===== config.mk =====
export PLATFORM = sky130hd
export DESIGN_NAME = xpapuf_tmv
export DESIGN_NICKNAME = d
export VERILOG_FILES = /design/src/rtl/papuf_pkg.sv /design/src/rtl/papuf_ff1.sv /design/src/rtl/papuf_xor_bit.sv /design/src/rtl/xpapuf_tmv.sv
export SDC_FILE = /design/constraint.sdc
export NUM_CORES = 1
export LEC_CHECK = 0
export CAP_MARGIN = 5
export CORE_AREA = 3 3 129 131
export DETAILED_ROUTE_END_ITERATION = 10
export DIE_AREA = 0 0 132 134
export PLACE_DENSITY = 0.74
export SKIP_CTS_REPAIR_TIMING = 1
export SLEW_MARGIN = 10
export SYNTH_ARGS = -nofsm -noshare
export SYNTH_HDL_FRONTEND = slang
export SYNTH_HIERARCHICAL = 1
export SYNTH_SLANG_ARGS = --single-unit

===== constraint.sdc =====
create_clock -name clk -period 3.9 [get_ports clk]
set_clock_uncertainty 0.15 [all_clocks]
set_input_delay 0.39 -clock clk [delete_from_list [all_inputs] [get_ports clk]]
set_output_delay 0.39 -clock clk [all_outputs]
set_load 0.03 [all_outputs]

===== src/rtl/papuf_pkg.sv =====
// Shared types and constants for the XOR arbiter-PUF evaluator.
package papuf_pkg;

  localparam int PAPUF_CW = 16;

  typedef enum logic [2:0] {
    IDLE,
    ARM,
    FIRE,
    SAMPLE,
    DONE
  } state_t;

  function automatic bit params_ok(input int votes, input int settle);
    return ((votes % 2) == 1) && (settle >= 3);
  endfunction

endpackage


===== src/rtl/papuf_ff1.sv =====
// Behavioural stand-in for the arbiter-PUF hard cell: the arbiter is held
// reset while pulse is low and resolves to a challenge-dependent bit once it rises.
module papuf_ff1
  import papuf_pkg::*;
#(
  parameter logic [PAPUF_CW-1:0] SEED = 16'h0001
) (
  input  logic [PAPUF_CW-1:0] challenge,
  input  logic                pulse,
  output logic                resp
);

  assign resp = pulse & (^(challenge & SEED));

endmodule


===== src/rtl/papuf_xor_bit.sv =====
// One response bit: XN arbiter cells sharing the challenge and pulse,
// XOR-reduced into a single raw bit.
module papuf_xor_bit
  import papuf_pkg::*;
#(
  parameter int XN  = 2,
  parameter int IDX = 0
) (
  input  logic [PAPUF_CW-1:0] challenge,
  input  logic                pulse,
  output logic                raw
);

  logic [XN-1:0] cell_resp;

  for (genvar c = 0; c < XN; c++) begin : g_cell
    papuf_ff1 #(
      .SEED(PAPUF_CW'(32'h9E37 * (IDX * 4 + c + 1)))
    ) u_cell (
      .challenge(challenge),
      .pulse    (pulse),
      .resp     (cell_resp[c])
    );
  end

  assign raw = ^cell_resp;

endmodule


===== src/rtl/xpapuf_tmv.sv =====
// XOR arbiter-PUF evaluator: sequences the cell array through VOTES
// evaluations and majority-votes each response bit, flagging unstable bits.
module xpapuf_tmv
  import papuf_pkg::*;
#(
  parameter int RW     = 16,
  parameter int XN     = 2,
  parameter int VOTES  = 5,
  parameter int SETTLE = 3
) (
  input  logic                clk,
  input  logic                rst,
  input  logic                req_valid,
  output logic                req_ready,
  input  logic [PAPUF_CW-1:0] challenge,
  output logic                rsp_valid,
  input  logic                rsp_ready,
  output logic [RW-1:0]       response,
  output logic [RW-1:0]       rsp_unstable,
  output logic                busy
);

  localparam int CW = $clog2(VOTES + 1);
  localparam int SW = $clog2(SETTLE + 1);

  if (!params_ok(VOTES, SETTLE)) begin : g_bad_params
    $error("xpapuf_tmv: VOTES must be odd and SETTLE must be at least 3");
  end

  state_t              state_q, state_d;
  logic [SW-1:0]       settle_q;
  logic [CW-1:0]       vote_cnt_q, vote_nxt;
  logic [CW-1:0]       ones_q   [RW];
  logic [CW-1:0]       ones_inc [RW];
  logic [PAPUF_CW-1:0] chal_q;
  logic                pulse;
  logic [RW-1:0]       raw, sync1_q, sync2_q, resp_d, unst_d;

  for (genvar i = 0; i < RW; i++) begin : g_bit
    papuf_xor_bit #(
      .XN (XN),
      .IDX(i)
    ) u_bit (
      .challenge(chal_q),
      .pulse    (pulse),
      .raw      (raw[i])
    );
  end

  always_comb begin
    state_d = state_q;
    case (state_q)
      IDLE:    if (req_valid) state_d = ARM;
      ARM:     state_d = FIRE;
      FIRE:    if (settle_q == SW'(SETTLE - 1)) state_d = SAMPLE;
      SAMPLE:  state_d = (vote_nxt < CW'(VOTES)) ? ARM : DONE;
      DONE:    if (rsp_ready) state_d = IDLE;
      default: state_d = IDLE;
    endcase
  end

  // Vote tallies including the sample being taken this cycle.
  always_comb begin
    vote_nxt = vote_cnt_q + CW'(1);
    resp_d   = '0;
    unst_d   = '0;
    for (int i = 0; i < RW; i++) begin
      ones_inc[i] = ones_q[i] + CW'(sync2_q[i]);
      resp_d[i]   = ones_inc[i] > CW'(VOTES / 2);
      unst_d[i]   = (ones_inc[i] != '0) && (ones_inc[i] != CW'(VOTES));
    end
  end

  always_ff @(posedge clk) begin
    if (rst) begin
      state_q      <= IDLE;
      pulse        <= 1'b0;
      settle_q     <= '0;
      vote_cnt_q   <= '0;
      chal_q       <= '0;
      sync1_q      <= '0;
      sync2_q      <= '0;
      response     <= '0;
      rsp_unstable <= '0;
      for (int i = 0; i < RW; i++) ones_q[i] <= '0;
    end else begin
      state_q  <= state_d;
      pulse    <= (state_d == FIRE);
      sync1_q  <= raw;
      sync2_q  <= sync1_q;
      settle_q <= (state_q == FIRE) ? settle_q + SW'(1) : '0;
      if (state_q == IDLE && req_valid) begin
        chal_q     <= challenge;
        vote_cnt_q <= '0;
        for (int i = 0; i < RW; i++) ones_q[i] <= '0;
      end
      if (state_q == SAMPLE) begin
        vote_cnt_q <= vote_nxt;
        for (int i = 0; i < RW; i++) ones_q[i] <= ones_inc[i];
        if (state_d == DONE) begin
          response     <= resp_d;
          rsp_unstable <= unst_d;
        end
      end
    end
  end

  assign req_ready = (state_q == IDLE);
  assign rsp_valid = (state_q == DONE);
  assign busy      = (state_q == ARM) || (state_q == FIRE) || (state_q == SAMPLE);

endmodule


==> qor_table.md, run 1 <==
| Stage | Parameter | This run |
|---|---|---|
| timing | Unrepaired setup endpoints after global routing | no |
| floorplan | Die ar. | 17700 sq um |
| floorplan | Floorplan die height | 134 um |
| grt | Aggregate global routing overflow | 0 |
| worst setup path | Kind of capture point of the worst setup path | flop |
| worst setup path | Category of the critical setup timing path | reg -> reg |
| worst setup path | Worst path required time | 4030 ps |
| synth | Portion of the post-synthesis area used by sequential elements | 0.373 |
| grt | Busiest metal layer after global routing | met2 |
| placement | Placer congestion estimate | 0.804 |
| synth | Mean cell area of the mapped netlist | 11.0 sq um |
| finish | # diodes | 0 |
| clock tree | Number of levels the H-tree was split into | 4 |
| timing | Max transition margin | 0.263 |
| flow run | Maximum capacitance violations | 0 |
| clock tree | TritonCTS clock tree | yes |
| timing | Fin. Hold Viols | 0 |
| grt | Antenna violations before repair | 0 |
| finish | Net count of the finished layout | 885 |
| power and ir drop | Worst IR Drop VDD | 0.318 mV |
| worst setup path | Beginning of the worst register-to-register path | chal_q[1] |
| timing | Fin crit share | 0.668 |
| grt | Via count of the first global-routing pass | 5858 |
| timing | Time the final worst path needs with I/O delays and setup | 2600 ps |
| detailed routing | Vias post-DR | 5608 |
| floorplan | Row cnt | 46 |
| grt | Pin count of the biggest net entering global routing | 57 |
| finish | Most common cell after layout, fill and taps aside | sky130_fd_sc_hd__xnor2_1 |
| timing | Number of pins exceeding their max-slew limit in the final report | 0 |
| worst setup path | Capturing point of the worst reg2reg path | sync1_q[9] |
| placement | Final HPWL DP | 11900 um |
| synth | Flip-flop and latch count after synthesis | 137 |
| placement | Quantity of I/O buffers inserted on ports | 54 |
| grt | GR Layer Usage met2 | 0.371 |
| synth | Fraction of registers with async set or reset after synthesis | 0 |
| placement | Placed instance count | 1028 |
| detailed routing | 1st-iter DRT viols | 237 |
| synth | Gate count of the mapped netlist | 774 |
| detailed routing | Remaining antenna violation count after routing | 0 |
| synth | Syn nets | 828 |
| grt | Met3 capacity usage during global routing | 0.0386 |
| min path | Capture endpoint of the worst hold path | settle_q[0] |
| clock tree | CTS Buf Count | 17 |
| finish | Area of all placed cells without fillers | 9930 sq um |
| timing | Worst Max-Slew Pin Slew | 1100 ps |
| grt | Overall track demand over capacity in global routing | 0.204 |
| synth | Number of flops mapped to enable cells by yosys | 45 |
| clock tree | TritonCTS sink count | 137 |
| timing | Upper clock frequency limit | 384 MHz |
| floorplan | Initial cell density of the core | 0.544 |
| clock tree | Reg clk slew, reported paths | 60 ps |
| worst setup path | Startpoint kind of the worst setup timing path | flop |
| synth | Number of different library cells in the post-synthesis netlist | 38 |
| worst setup path | Top fanout value on the critical path | 14 |
| min path | Class of the worst hold path | reg -> reg |
| synth | Share of the synthesized area in the top cell type | 0.215 |
| worst setup path | Number of cell instances on the worst register-to-register path | 7 |
| finish | Leading cell types in the layout, fill and taps excluded | sky130_fd_sc_hd__xnor2_1 (131), sky130_fd_sc_hd__dfxtp_1 (92), sky130_fd_sc_hd__xor2_1 (70) |
| floorplan | Overall die width | 132 um |
| timing | TNS Setup | 0 ps |
| timing | Final setup violation count | 0 |
| power and ir drop | Pleak | 0.00410 uW |
| finish | Post-synthesis to final-layout area growth | 16.2% |
| finish | Final standard cell count with taps included and fillers excluded | 1060 |
| min path | Cells on Worst Hold Path | 1 |
| clock tree | Max Buffers Root-to-Sink | 2 |
| synth | Leading post-synthesis cells by cell area | sky130_fd_sc_hd__dfxtp_1 (22%), sky130_fd_sc_hd__edfxtp_1 (16%), sky130_fd_sc_hd__xnor2_1 (13%), sky130_fd_sc_hd__xnor3_1 (9.7%), sky130_fd_sc_hd__xor2_1 (7.2%) |
| min path | Startpoint of the worst hold path | settle_q[0] |
| detailed routing | Length of the first detailed-routing pass in iterations | 6 |
| grt | Met1 Use GR | 0.241 |
| worst setup path | Register-to-register setup slack | 1300 ps |
| floorplan | Floorplan Core Area | 15700 sq um |
| synth | Main synth FF type | sky130_fd_sc_hd__dfxtp_1 |
| finish | Util after Layout | 0.632 |
| clock tree | Clock root buffer master | sky130_fd_sc_hd__clkbuf_16 |
| synth | Warnings from Yosys | 6 |
| status | Run status | finished clean |
| detailed routing | Total wirelength of the detailed-routed design | 17400 um |
| synth | Synthesized cell area | 8550 sq um |
| detailed routing | Residual DRC count | 0 |
| placement | Post-DP Area | 9340 sq um |
| detailed routing | Mean number of vias per cell | 5.29 |
| synth | Leading area contributor after synthesis | sky130_fd_sc_hd__dfxtp_1 |
| detailed routing | Wirelength per Cell | 16.4 um |
| power and ir drop | Power per standard cell area | 448 nW/um^2 |
| grt | First-pass GRT wire length | 28800 um |
| clock tree | Clock network latency to the later pin of the worst-skew pair | 420 ps |
| worst setup path | Worst endpoint data arrival time | 2740 ps |
| floorplan | Total I/O pin count | 55 |
| finish | Fraction of layout cells with a size suffix above 1 | 0.104 |
==> power breakdown <==
part	switching, uW	internal, uW	total (uW)
clock network	593	1020	1610
registers	114	1570	1690
logic	474	675	1150
total	1180	3260	4440
==> worst max path at each step <==
stage          startpoint            end  cells after the start
2_1_floorplan   chal_q[1]    sync1_q[12]                      6
3_3_place_gp    req_valid  ones_q[0][14]                      3
3_5_place_dp    req_valid  ones_q[0][13]                      3
4_1_cts         chal_q[0]     sync1_q[9]                      6
5_1_grt         chal_q[0]     sync1_q[9]                      6
6_report        chal_q[1]     sync1_q[9]                      7
==> layer usage <==
metal | wire length (um) | vias up
li1 | - | 2747
met1 | 7550 | 2752
met5 | 0 | -
met4 | 247 | 0
met3 | 498 | 19
met2 | 9110 | 90
==> area by class of cell <==
type | instances | area (sq um)
fill | 1219 | 5780
multi-input combinational | 577 | 5090
sequential | 137 | 3190
timing repair buffer | 75 | 696
clock buffer | 19 | 443
tap | 216 | 270
clock inverter | 13 | 153
inverter | 23 | 86.3
==> Yosys cell counts (4+ instances only) <==
master,n
sky130_fd_sc_hd__dfxtp_1,92
sky130_fd_sc_hd__edfxtp_1,45
sky130_fd_sc_hd__nor3_1,6
sky130_fd_sc_hd__buf_2,13
sky130_fd_sc_hd__clkbuf_1,17
sky130_fd_sc_hd__nand2_1,48
sky130_fd_sc_hd__or2_1,5
sky130_fd_sc_hd__inv_1,23
sky130_fd_sc_hd__mux2i_1,8
sky130_fd_sc_hd__nor2_1,31
sky130_fd_sc_hd__a311oi_2,22
sky130_fd_sc_hd__ha_1,34
sky130_fd_sc_hd__a21oi_1,26
sky130_fd_sc_hd__xnor2_1,131
sky130_fd_sc_hd__xor2_1,70
sky130_fd_sc_hd__nand3_1,4
sky130_fd_sc_hd__nor2b_1,32
sky130_fd_sc_hd__nand3b_1,4
sky130_fd_sc_hd__a31oi_1,32
sky130_fd_sc_hd__and2_1,48
sky130_fd_sc_hd__xnor3_1,37
sky130_fd_sc_hd__xnor2_2,12
sky130_fd_sc_hd__a211oi_1,8
==> registers in the layout, summed over array words and instances (netlist names) <==
| name | count |
|---|---|
| ones_q | 48 |
| settle_q | 2 |
| sync2_q | 16 |
| state_q | 3 |
| pulse | 1 |
| chal_q | 16 |
| vote_cnt_q | 3 |
| response | 16 |
| sync1_q | 16 |
| rsp_unstable | 16 |
==> worst max-delay path: stages (launching register included) <==
cell	delay [ps]
sky130_fd_sc_hd__dfxtp_1	760
sky130_fd_sc_hd__buf_4	350
sky130_fd_sc_hd__xnor2_1	110
sky130_fd_sc_hd__xnor2_1	220
sky130_fd_sc_hd__xnor3_1	440
sky130_fd_sc_hd__and2_1	180
sky130_fd_sc_hd__xor2_1	130
sky130_fd_sc_hd__nor2b_1	120
==> through the flow <==
stage,hold WS (ps),power (uW),setup WS [ps]
after floorplan,242,2650,1280
after global placement,250,2830,1330
after detailed placement,256,2870,1270
after CTS,263,4480,1260
after global routing,280,4640,1170
final,262,4440,1300
==> cell families after synthesis <==
kind of cell,Yosys count,synth area share
DFF,137,0.373
adders and majority gates,34,0.0498
and+or+nand+nor,190,0.117
muxes,8,0.00937
buffers and inverters,60,0.0322
xor gates and xnor gates,251,0.328
AOI/OAI and AO/OA,94,0.0897
(Power assumes the default switching activity.)
==> run 2, diff against run 1 <==
==> constraint.sdc (replaced) <==
create_clock -name clk -period 2.55 [get_ports clk]
set_clock_uncertainty 0.15 [all_clocks]
set_input_delay 0.255 -clock clk [delete_from_list [all_inputs] [get_ports clk]]
set_output_delay 0.255 -clock clk [all_outputs]
set_load 0.03 [all_outputs]
==> run 2 against run 1 <==
Against the previous run:
- via count is 1.6% higher
- die area stayed put
- design area is 2.1% higher
- flip-flop and latch count stayed put
- largest power group unchanged
- global-route usage is 0.42 points higher
- critical endpoint is now busy
- critical path depth is 4 lower
- routed wire length is 2.8% higher
==> qor_table.md, run 2 (synthesis results as in run 1) <==
| Stage | Parameter | This run |
|---|---|---|
| clock tree | Clock network latency to the later pin of the worst-skew pair | 420 ps |
| grt | GR Layer Usage met2 | 0.374 |
| floorplan | Floorplan Core Area | 15700 sq um |
| finish | # diodes | 0 |
| grt | Met3 capacity usage during global routing | 0.0379 |
| timing | Worst Max-Slew Pin Slew | 775 ps |
| min path | Capture endpoint of the worst hold path | chal_q[10] |
| worst setup path | Kind of capture point of the worst setup path | output port |
| grt | Overall track demand over capacity in global routing | 0.208 |
| timing | Unrepaired setup endpoints after global routing | no |
| power and ir drop | Power per standard cell area | 674 nW/um^2 |
| timing | Fin crit share | 0.941 |
| worst setup path | Worst path required time | 2140 ps |
| worst setup path | Number of cell instances on the worst register-to-register path | 6 |
| timing | TNS Setup | 0 ps |
| detailed routing | Mean number of vias per cell | 5.30 |
| clock tree | Number of levels the H-tree was split into | 4 |
| detailed routing | Residual DRC count | 0 |
| grt | Via count of the first global-routing pass | 5940 |
| placement | Placer congestion estimate | 0.801 |
| finish | Util after Layout | 0.645 |
| timing | Upper clock frequency limit | 417 MHz |
| placement | Quantity of I/O buffers inserted on ports | 54 |
| grt | Pin count of the biggest net entering global routing | 53 |
| finish | Fraction of layout cells with a size suffix above 1 | 0.122 |
| worst setup path | Startpoint kind of the worst setup timing path | flop |
| flow run | Maximum capacitance violations | 0 |
| clock tree | CTS Buf Count | 17 |
| floorplan | Row cnt | 46 |
| finish | Post-synthesis to final-layout area growth | 18.5% |
| worst setup path | Register-to-register setup slack | 360 ps |
| clock tree | Reg clk slew, reported paths | 60 ps |
| detailed routing | Remaining antenna violation count after routing | 0 |
| worst setup path | Worst endpoint data arrival time | 1990 ps |
| detailed routing | 1st-iter DRT viols | 313 |
| power and ir drop | Worst IR Drop VDD | 0.503 mV |
| floorplan | Total I/O pin count | 55 |
| min path | Cells on Worst Hold Path | 3 |
| finish | Most common cell after layout, fill and taps aside | sky130_fd_sc_hd__xnor2_1 |
| floorplan | Overall die width | 132 um |
| clock tree | TritonCTS clock tree | yes |
| timing | Time the final worst path needs with I/O delays and setup | 2400 ps |
| grt | Aggregate global routing overflow | 0 |
| worst setup path | Category of the critical setup timing path | reg -> out |
| worst setup path | Beginning of the worst register-to-register path | chal_q[6] |
| finish | Register containing the most flip-flops in the final layout | ones_q |
| placement | Final HPWL DP | 12000 um |
| clock tree | TritonCTS sink count | 137 |
| timing | Fin. Hold Viols | 0 |
| worst setup path | Capturing point of the worst reg2reg path | sync1_q[13] |
| clock tree | Max Buffers Root-to-Sink | 2 |
| status | Run status | finished clean |
| detailed routing | Length of the first detailed-routing pass in iterations | 4 |
| finish | Net count of the finished layout | 901 |
| grt | Antenna violations before repair | 0 |
| grt | Busiest metal layer after global routing | met2 |
| finish | Largest register FFs | 48 |
| timing | Max transition margin | 0.484 |
| detailed routing | Wirelength per Cell | 16.6 um |
| detailed routing | Vias post-DR | 5699 |
| finish | Number of fill cells | 1235 |
| finish | Leading cell types in the layout, fill and taps excluded | sky130_fd_sc_hd__xnor2_1 (131), sky130_fd_sc_hd__dfxtp_1 (91), sky130_fd_sc_hd__xor2_1 (70) |
| floorplan | Initial cell density of the core | 0.544 |
| min path | Class of the worst hold path | in -> reg |
| timing | Number of pins exceeding their max-slew limit in the final report | 0 |
| min path | Startpoint of the worst hold path | challenge[10] |
| grt | First-pass GRT wire length | 29600 um |
| grt | Met1 Use GR | 0.253 |
| timing | Final setup violation count | 0 |
| worst setup path | Top fanout value on the critical path | 13 |
| floorplan | Die ar. | 17700 sq um |
| floorplan | Floorplan die height | 134 um |
| detailed routing | Total wirelength of the detailed-routed design | 17900 um |
| clock tree | Clock root buffer master | sky130_fd_sc_hd__clkbuf_16 |
| worst setup path | CP Launch Point | state_q[1] |
| power and ir drop | Pleak | 0.00421 uW |
## run 2: where the power goes
| group | switching, uW | internal [uW] | total [uW] |
|---|---|---|---|
| registers | 93.0 | 2410 | 2500 |
| logic | 816 | 1070 | 1890 |
| clock network | 901 | 1540 | 2440 |
| total | 1810 | 5020 | 6830 |
## run 2: area by class of cell
class | count | area [sq um] | share of cell area
tap | 216 | 270 | 0.0267
timing repair buffer | 91 | 893 | 0.0881
sequential | 137 | 3190 | 0.315
multi-input combinational | 577 | 5090 | 0.502
clock buffer | 21 | 482 | 0.0475
inverter | 23 | 86.3 | 0.00852
clock inverter | 11 | 119 | 0.0117
## run 2: worst max path at each step
| stage | cells after the start | slack, ps | endpoint |
|---|---|---|---|
| after floorplan | 6 | 280 | sync1_q[4] |
| after global placement | 5 | 360 | ones_q[0][15] |
| after detailed placement | 5 | 340 | ones_q[0][17] |
| after CTS | 3 | 140 | busy |
| after global routing | 3 | 30 | rsp_valid |
| final | 3 | 150 | busy |
## run 2: stage by stage
| step | instances | hold slack [ps] | instance area [sq um] | worst slack (ps) | total power (uW) |
|---|---|---|---|---|---|
| 4_1_cts | 1075 | -68.2 | 10100 | 142 | 6890 |
| 5_1_grt | 1076 | 245 | 10100 | 32.5 | 7140 |
| 2_1_floorplan | 774 | 233 | 8550 | 281 | 4050 |
| 3_5_place_dp | 1043 | 275 | 9520 | 344 | 4430 |
| 6_report | 1076 | 234 | 10100 | 151 | 6830 |
| 3_3_place_gp | 1043 | 250 | 9520 | 357 | 4360 |
## run 2: metal layers
layer / vias up / wire, um
li1: 2782 / -
met1: 2778 / 7770
met2: 118 / 9180
met3: 21 / 718
met4: 0 / 223
met5: - / 0
## run 2: critical path, cell delays in order (launching register included)
cell	delay (ps)
sky130_fd_sc_hd__dfxtp_1	620
sky130_fd_sc_hd__nor2_1	170
sky130_fd_sc_hd__nor2_1	120
sky130_fd_sc_hd__clkdlybuf4s50_1	680
==> run 3, diff against run 2 <==
--- a/config.mk
+++ b/config.mk
@@ -9,6 +9,7 @@
 export CORE_AREA = 3 3 129 131
 export DETAILED_ROUTE_END_ITERATION = 10
 export DIE_AREA = 0 0 132 134
+export MAX_ROUTING_LAYER = met4
 export PLACE_DENSITY = 0.74
 export SKIP_CTS_REPAIR_TIMING = 1
 export SLEW_MARGIN = 10
==> run 3 against run 2 <==
Against the previous run:
- flip-flop and latch count unchanged
- critical path depth unchanged
- non-clock buffer count unchanged
- via count up 0.82%
- sequential power about the same
- hold slack worse by 2.1 ps
- global-route usage up 0.63 points
- worst setup slack worse by 1.6 ps
- die area unchanged
- critical endpoint unchanged
==> qor_table.md, run 3 (synthesis results as in run 1) <==
| Stage | Parameter | This run |
|---|---|---|
| clock tree | Clock network latency to the later pin of the worst-skew pair | 420 ps |
| detailed routing | Wirelength per Cell | 16.7 um |
| worst setup path | Category of the critical setup timing path | reg -> out |
| grt | First-pass GRT wire length | 29600 um |
| timing | Unrepaired setup endpoints after global routing | no |
| power and ir drop | Switching share of power | 0.267 |
| power and ir drop | Clock network fraction of total power | 0.359 |
| finish | Multi-input gate area | 5090 sq um |
| worst setup path | Worst endpoint data arrival time | 2000 ps |
| finish | Register containing the most flip-flops in the final layout | ones_q |
| finish | Net count of the finished layout | 901 |
| detailed routing | Total wirelength of the detailed-routed design | 18000 um |
| floorplan | Row cnt | 46 |
| power and ir drop | Combinational share of power | 0.276 |
| finish | Number of fill cells | 1235 |
| timing | Fin. Hold Viols | 0 |
| flow run | Maximum capacitance violations | 0 |
| grt | Pin count of the biggest net entering global routing | 53 |
| timing | Fin crit share | 0.942 |
| finish | Most common cell after layout, fill and taps aside | sky130_fd_sc_hd__xnor2_1 |
| status | Run status | finished clean |
| placement | Placer congestion estimate | 0.812 |
| floorplan | Initial cell density of the core | 0.544 |
| clock tree | Max Buffers Root-to-Sink | 2 |
| finish | Post-synthesis to final-layout area growth | 18.5% |
| grt | Aggregate global routing overflow | 0 |
| power and ir drop | Design internal power | 5020 uW |
| finish | Util after Layout | 0.645 |
| detailed routing | Length of the first detailed-routing pass in iterations | 4 |
| timing | Max transition margin | 0.484 |
| timing | Time the final worst path needs with I/O delays and setup | 2400 ps |
| power and ir drop | Sequential Power Share | 0.365 |
| worst setup path | Worst path required time | 2140 ps |
| detailed routing | Residual DRC count | 0 |
| worst setup path | Kind of capture point of the worst setup path | output port |
| worst setup path | Peak per-stage delay on the critical path | 680 ps |
| power and ir drop | Power per standard cell area | 676 nW/um^2 |
| finish | Largest register FFs | 48 |
| clock tree | TritonCTS clock tree | yes |
| timing | Number of pins exceeding their max-slew limit in the final report | 0 |
| placement | Final HPWL DP | 12000 um |
| finish | Leading cell types in the layout, fill and taps excluded | sky130_fd_sc_hd__xnor2_1 (131), sky130_fd_sc_hd__dfxtp_1 (91), sky130_fd_sc_hd__xor2_1 (70) |
| worst setup path | Top fanout value on the critical path | 13 |
| placement | Quantity of I/O buffers inserted on ports | 54 |
| clock tree | TritonCTS sink count | 137 |
| worst setup path | Sequence of cells on the critical path | nor2_1 > nor2_1 > clkdlybuf4s50_1 |
| clock tree | CTS Buf Count | 17 |
| detailed routing | Vias post-DR | 5746 |
| timing | Upper clock frequency limit | 416 MHz |
| placement | Post-DP Area | 9520 sq um |
| clock tree | Number of levels the H-tree was split into | 4 |
| finish | Fraction of layout cells with a size suffix above 1 | 0.122 |
| clock tree | Reg clk slew, reported paths | 60 ps |
| clock tree | Clock root buffer master | sky130_fd_sc_hd__clkbuf_16 |
| worst setup path | Startpoint kind of the worst setup timing path | flop |
| grt | Overall track demand over capacity in global routing | 0.215 |
| worst setup path | Critical path's most frequent cell | sky130_fd_sc_hd__nor2_1 |
| timing | Worst Max-Slew Pin Slew | 774 ps |
| timing | Final setup violation count | 0 |
| worst setup path | Slowest-stage cell, CP | sky130_fd_sc_hd__clkdlybuf4s50_1 |
| power and ir drop | Pleak | 0.00421 uW |
| floorplan | Total I/O pin count | 55 |
| floorplan | Die ar. | 17700 sq um |
| finish | Area of all placed cells without fillers | 10100 sq um |
| floorplan | Floorplan die height | 134 um |
| power and ir drop | Worst IR Drop VDD | 0.511 mV |
| detailed routing | 1st-iter DRT viols | 359 |
| finish | Area taken by flip-flops and latches | 3190 sq um |
| min path | Class of the worst hold path | in -> reg |
| floorplan | Floorplan Core Area | 15700 sq um |
| finish | # diodes | 0 |
| grt | Antenna violations before repair | 0 |
| grt | Via count of the first global-routing pass | 5942 |
| detailed routing | Remaining antenna violation count after routing | 0 |
| timing | Post-Route Hold Slack | 231 ps |
| timing | TNS Setup | 0 ps |
| power and ir drop | Net switching component of the power | 1830 uW |
| detailed routing | Mean number of vias per cell | 5.34 |
| floorplan | Overall die width | 132 um |
## run 3: cell counts in the layout (fill, tap and decap cells not counted)
No cell type changed its count.
## run 3: worst max-delay path, delay by kind of cell, from the launching register on
kind / cells / cell delay, ps
simple gates: 2 / 290
buf+inv: 1 / 680
flops: 1 / 620
## run 3: layout make-up
type / count / area share
Clock inverter: 11 / 0.0117
Multi-Input combinational cell: 577 / 0.502
Sequential cell: 137 / 0.315
Timing Repair Buffer: 91 / 0.0881
Tap cell: 216 / 0.0267
Clock buffer: 21 / 0.0475
Inverter: 23 / 0.00852
## run 3: per-stage QoR
stage	total power, uW	worst slack, ps	std cells
after detailed placement	4430	344	1043
final	6850	149	1076
after floorplan	4050	281	774
after global placement	4360	357	1043
after CTS	6890	142	1075
after global routing	7140	33.2	1076
## run 3: final timing paths
check | slack, ps | depth (start not counted) | start | endpoint
worst max-delay path | 150 | 3 | state_q[1] | busy
worst min-delay path | 230 | 3 | challenge[10] | chal_q[10]
worst max register to register | 360 | 6 | chal_q[6] | sync1_q[13]
worst min register to register | 280 | 1 | settle_q[0] | settle_q[0]
## run 3: power by group through the flow
stage               logic [uW]  registers, uW  clock network (uW)
finish                    1890           2500                2460
global route              2050           2510                2580
CTS                       1900           2500                2490
detailed placement        1890           2550                   0
global placement          1820           2540                   0
floorplan                 1440           2610                   0
## run 3: per-layer routing
| layer | part of all wire | track usage | vias to the layer above |
|---|---|---|---|
| met5 | 0 | - | - |
| met4 | 0.015 | 0.0723 | 0 |
| met3 | 0.035 | 0.0379 | 29 |
| met2 | 0.51 | 0.373 | 110 |
| met1 | 0.44 | 0.253 | 2825 |
| li1 | - | - | 2782 |
